===== src/rtl/button_pkg.sv =====
// Shared types and constants for the push-button conditioning path.
package button_pkg;

  // Button indices within the {U, D, L, R} vector; higher index wins arbitration.
  localparam int unsigned BTN_U = 3;
  localparam int unsigned BTN_D = 2;
  localparam int unsigned BTN_L = 1;
  localparam int unsigned BTN_R = 0;

  // Per-button debounce state.
  typedef enum logic [1:0] {
    RELEASED    = 2'd0,
    PRESS_CHK   = 2'd1,
    PRESSED     = 2'd2,
    RELEASE_CHK = 2'd3
  } deb_state_t;

endpackage


===== src/rtl/btn_debounce.sv =====
// Single-button debouncer: accepts a level change only after it holds for
// DEBOUNCE_CYCLES consecutive cycles; flags the accepted press for one cycle.
module btn_debounce
  import button_pkg::*;
#(
  parameter int unsigned DEBOUNCE_CYCLES = 1000000,
  parameter int unsigned CNT_W           = $clog2(DEBOUNCE_CYCLES)
) (
  input  logic clk,
  input  logic rst_n,
  input  logic sync_in,
  output logic level,
  output logic press_evt
);

  localparam logic [CNT_W-1:0] CNT_LAST = CNT_W'(DEBOUNCE_CYCLES - 1);

  deb_state_t       r_state;
  deb_state_t       w_state_nxt;
  logic [CNT_W-1:0] r_cnt;
  logic [CNT_W-1:0] w_cnt_nxt;
  logic             r_level;
  logic             w_level_nxt;
  logic             w_cnt_done;

  assign w_cnt_done = (r_cnt == CNT_LAST);

  // State, counter and accepted level registers.
  always_ff @(posedge clk or negedge rst_n) begin
    if (!rst_n) begin
      r_state <= RELEASED;
      r_cnt   <= '0;
      r_level <= 1'b0;
    end else begin
      r_state <= w_state_nxt;
      r_cnt   <= w_cnt_nxt;
      r_level <= w_level_nxt;
    end
  end

  // Next state; the counter is cleared on every state entry so it never wraps.
  always_comb begin
    w_state_nxt = r_state;
    w_cnt_nxt   = r_cnt;
    w_level_nxt = r_level;
    press_evt   = 1'b0;
    case (r_state)
      RELEASED: begin
        if (sync_in) begin
          w_state_nxt = PRESS_CHK;
          w_cnt_nxt   = '0;
        end
      end
      PRESS_CHK: begin
        if (!sync_in) begin
          w_state_nxt = RELEASED;
          w_cnt_nxt   = '0;
        end else if (w_cnt_done) begin
          w_state_nxt = PRESSED;
          w_cnt_nxt   = '0;
          w_level_nxt = 1'b1;
          press_evt   = 1'b1;
        end else begin
          w_cnt_nxt = r_cnt + CNT_W'(1);
        end
      end
      PRESSED: begin
        if (!sync_in) begin
          w_state_nxt = RELEASE_CHK;
          w_cnt_nxt   = '0;
        end
      end
      RELEASE_CHK: begin
        if (sync_in) begin
          w_state_nxt = PRESSED;
          w_cnt_nxt   = '0;
        end else if (w_cnt_done) begin
          w_state_nxt = RELEASED;
          w_cnt_nxt   = '0;
          w_level_nxt = 1'b0;
        end else begin
          w_cnt_nxt = r_cnt + CNT_W'(1);
        end
      end
      default: begin
        w_state_nxt = RELEASED;
        w_cnt_nxt   = '0;
        w_level_nxt = 1'b0;
      end
    endcase
  end

  assign level = r_level;

endmodule


===== src/rtl/button_conditioner.sv =====
// Synchronizes and debounces the direction buttons, then turns each accepted
// press into a single one-hot strobe, locking out further presses until every
// button is released.
module button_conditioner
  import button_pkg::*;
#(
  parameter int unsigned N_BTN           = 4,
  parameter int unsigned DEBOUNCE_CYCLES = 1000000,
  parameter int unsigned CNT_W           = $clog2(DEBOUNCE_CYCLES)
) (
  input  logic             clk,
  input  logic             rst_n,
  input  logic [N_BTN-1:0] btn_in,
  output logic [N_BTN-1:0] btn_level,
  output logic [N_BTN-1:0] btn_pulse,
  output logic             busy
);

  logic [N_BTN-1:0] r_sync1;
  logic [N_BTN-1:0] r_sync2;
  logic [N_BTN-1:0] w_level;
  logic [N_BTN-1:0] w_press_evt;
  logic [N_BTN-1:0] w_grant;
  logic [N_BTN-1:0] r_pulse;
  logic             r_lock;

  // Two-flop synchronizer for the asynchronous button pins.
  always_ff @(posedge clk or negedge rst_n) begin
    if (!rst_n) begin
      r_sync1 <= '0;
      r_sync2 <= '0;
    end else begin
      r_sync1 <= btn_in;
      r_sync2 <= r_sync1;
    end
  end

  // One debouncer per button.
  for (genvar g = 0; g < N_BTN; g++) begin : g_deb
    btn_debounce #(
      .DEBOUNCE_CYCLES(DEBOUNCE_CYCLES),
      .CNT_W          (CNT_W)
    ) u_deb (
      .clk      (clk),
      .rst_n    (rst_n),
      .sync_in  (r_sync2[g]),
      .level    (w_level[g]),
      .press_evt(w_press_evt[g])
    );
  end

  // Fixed priority: the highest-index press event wins, others are dropped.
  always_comb begin
    w_grant = '0;
    for (int i = 0; i < N_BTN; i++) begin
      if (w_press_evt[i]) begin
        w_grant    = '0;
        w_grant[i] = 1'b1;
      end
    end
  end

  // Strobe register and lockout; lock drops once all debounced levels are low.
  always_ff @(posedge clk or negedge rst_n) begin
    if (!rst_n) begin
      r_pulse <= '0;
      r_lock  <= 1'b0;
    end else if (r_lock) begin
      r_pulse <= '0;
      if (w_level == '0) begin
        r_lock <= 1'b0;
      end
    end else begin
      r_pulse <= w_grant;
      if (w_press_evt != '0) begin
        r_lock <= 1'b1;
      end
    end
  end

  assign btn_level = w_level;
  assign btn_pulse = r_pulse;
  assign busy      = r_lock;

endmodule

===== config.mk =====
export PLATFORM = sky130hd
export DESIGN_NAME = button_conditioner
export DESIGN_NICKNAME = d
export VERILOG_FILES = /design/src/rtl/button_pkg.sv /design/src/rtl/btn_debounce.sv /design/src/rtl/button_conditioner.sv
export SDC_FILE = /design/constraint.sdc
export NUM_CORES = 1
export LEC_CHECK = 0
export ABC_AREA = 0
export CORE_MARGIN = 10
export CORE_UTILIZATION = 55
export CTS_CLUSTER_SIZE = 40
export DETAILED_ROUTE_END_ITERATION = 8
export PLACE_DENSITY = 0.81
export SLEW_MARGIN = 25
export SYNTH_ARGS = -nofsm -noshare
export SYNTH_HDL_FRONTEND = slang
export SYNTH_SLANG_ARGS = --single-unit

===== constraint.sdc =====
create_clock -name clk -period 4.8 [get_ports clk]
set_input_delay 1.2 -clock clk [delete_from_list [all_inputs] [get_ports clk]]
set_output_delay 1.2 -clock clk [all_outputs]
set_load 0.005 [all_outputs]

==> impl_results.md <==
* Least-Margin Pin Slew at 735 ps
* Flop and latch count out of synthesis at 105
* ANT nets after route at 0
* Synthesized area per cell at 9.71 µm²
* DR vias/cell at 6.37
* Crit path kind: reg -> out
* CP arrival at 1410 ps
* Sw Share at 0.353
* CP cell instances: clkdlybuf4s50_1
* Post-synth EDFFs at 0
* Leak at 2.59 nW
* Hold Fails Final Rpt at 0
* Vias in the first global route at 4395
* GP Congestion at 0.847
* Crit path largest cell delay at 560 ps
* DRC viols at 0
* CTS Buffer Depth at 2
* CTS resizes at 0
* Max-cap viol count at 0
* # Post-CTS Setup Buffers at 0
* Final setup viols at 0
* CTS clk-pin slew, worst paths at 100 ps
* Clk Latency, worst-skew pair at 380 ps
* Aggregate routed wire length at 11.9 mm
* GR Util met1 at 0.207
* Post-Syn Instances at 584
* Initial Utilization at 0.572
* F_max at 383 MHz
* PD cells at 345 nW/µm²
* Syn_nets at 594
* Startpoint Class: flip-flop
* CTS tree: built
* Slowest-stage cell, CP: clkdlybuf4s50_1
* Core area at 9910 µm²
* GRT Total Usage at 0.165
* Placed Area at 5800 µm²
* Avg WL per Cell at 16.5 µm
* Fin Setup TNS at 0 ps
* Sequential share of power at 0.493
* # IOs at 15
* Critical path peak fanout at 4
* Slew headroom at 0.509
* Comb pwr share at 0.252
* Yosys warns at 0
* Cts bufs inserted at 9
* Die area at 14800 µm²
* Run status: finished clean
* Total congestion overflow at 0
* Hpwl dp at 7.99 mm
* Chip Width at 122 µm
* Maximum vdd drop at 247 µV
* Synth unique cells at 59
* CP required at 3600 ps
* Tcrit/Tclk final at 0.543
* Internal power at 0.00134 W
* Top cell type's share of synthesized area at 0.464
* Met3 global-route usage at 0.0437
* Clock share of power at 0.255
* Top cell type by total area after synthesis: dfrtp_1
* Busiest grt layer: met2
* Total Power at 0.00207 W
* Pre-antenna DRT Iters at 5
* P_sw at 0.000730 W
* Syn Std Cell Area at 5670 µm²
* Drt initial violations at 451
* Min-delay worst type: reg -> reg
* Slew Viols, Final at 0
* FILL cells at 863
* Final Instance Area at 6010 µm²
* Die Y at 122 µm
* Largest net degree at the start of global routing at 50
* Sinks on Clock Net at 105
* Synth Flop Type: dfrtp_1
* Hold-fix buffers, CTS at 0
* Vias at 4606
* Final Critical Period at 2610 ps
* Commonest non-fill, non-tap cell in the layout: dfrtp_1
* Antenna violations before repair at 0
* RSZ-0062 raised after global routing: false
* Commonest cells after routing, fill and taps aside: dfrtp_1, nand2_1, a31oi_1, nand3_1, a21oi_1
* First-pass GRT wire length at 20.2 mm
* Clock root cell: clkbuf_8
* Clk_skew at 14.0 ps
* Buf/Inv on CP at 1
* Port bufs at 14
* Post-synthesis sequential area ratio at 0.464
* Share of layout cells above drive strength 1 at 0.0847
* Num rows at 36
* FFs w/ async S/R, synth at 1.00
* Diode count at 0
* Fin nets at 596
* Area added between synthesis and finish at 6.03%
* Synth area leaders: dfrtp_1, a31oi_1, nand3_1, nand2_1, a21oi_1
* Cell family with most CP delay: buffers and inverters
* Critical Path End Type: output pin
* CTS H-tree depth at 3
* Met2 global-route usage at 0.268
[power by group through the flow]
stage / Sequential, W / Combinational (W) / Clock (W)
2_1_floorplan: 0.00102 / 0.000470 / 0
3_3_place_gp: 0.00103 / 0.000487 / 0
3_5_place_dp: 0.00104 / 0.000512 / 0
4_1_cts: 0.00102 / 0.000513 / 0.000544
5_1_grt: 0.00103 / 0.000591 / 0.000569
6_report: 0.00102 / 0.000521 / 0.000529
[cell families after synthesis]
family,count (synthesis),synth area share
compound gates,181,0.208
flops,105,0.464
buf+inv,39,0.0426
simple gates,244,0.256
xor+xnor,4,0.00618
mux,7,0.0146
fa+ha+maj,4,0.00883
[state kept, by name, indices dropped and copies added (netlist names), named ones only]
signal / cells
g_deb.u_deb.r_cnt: 80
g_deb.u_deb.r_state: 4
busy: 1
g_deb.u_deb.level: 4
r_sync1: 4
r_sync2: 4
btn_pulse: 4
[stage by stage]
step / cells / hold slack, ps / utilization / setup WS (ps)
finish: 723 / 355 / 0.606 / 2190
global route: 723 / 366 / 0.606 / 2140
CTS: 723 / 360 / 0.603 / 2180
detailed placement: 708 / 337 / 0.585 / 2400
global placement: 708 / 332 / 0.585 / 2580
floorplan: 584 / 331 / - / 2970
[cell usage after synthesis, drive strengths merged, types with 5 or more instances]
cell / count
nor2: 38
or2: 6
nand2b: 14
inv: 14
o21ai: 29
and3: 10
a22o: 13
buf: 18
a21o: 11
nand3: 46
a31oi: 51
dfrtp: 105
nand3b: 5
clkbuf: 7
nand4: 14
o21bai: 5
nand2: 55
a41oi: 13
nor4: 15
nor3: 14
a21oi: 45
and2: 5
[final timing paths]
kind                                              start                       end  slack (ps)  depth (start not counted)
worst max-delay path               g_deb[2].u_deb.level              btn_level[2]        2190                          1
worst min-delay path                         r_sync1[2]                r_sync2[2]         350                          0
worst max register to register  g_deb[2].u_deb.r_cnt[0]  g_deb[2].u_deb.r_cnt[17]        2630                          6
worst min register to register               r_sync1[2]                r_sync2[2]         350                          0
max in group asynchronous                         rst_n  g_deb[0].u_deb.r_cnt[15]        3060                          2
min in group asynchronous                         rst_n  g_deb[1].u_deb.r_cnt[16]         830                          1
[routing by layer]
| layer | share of wire | vias to the layer above |
|---|---|---|
| met2 | 0.48 | 99 |
| met4 | 0.010 | 0 |
| met5 | 0 | - |
| met3 | 0.040 | 9 |
| met1 | 0.47 | 2286 |
| li1 | - | 2212 |
[final cells by class]
class,instances,area (µm²),share of cell area
sequential,105,2630,0.437
tap,133,166,0.0277
clock buffer,13,169,0.0281
clock inverter,2,12.5,0.00208
timing repair buffer,16,153,0.0254
inverter,14,52.6,0.00874
multi-input combinational,440,2830,0.471
No activity file was read; power rests on OpenSTA's default activity.
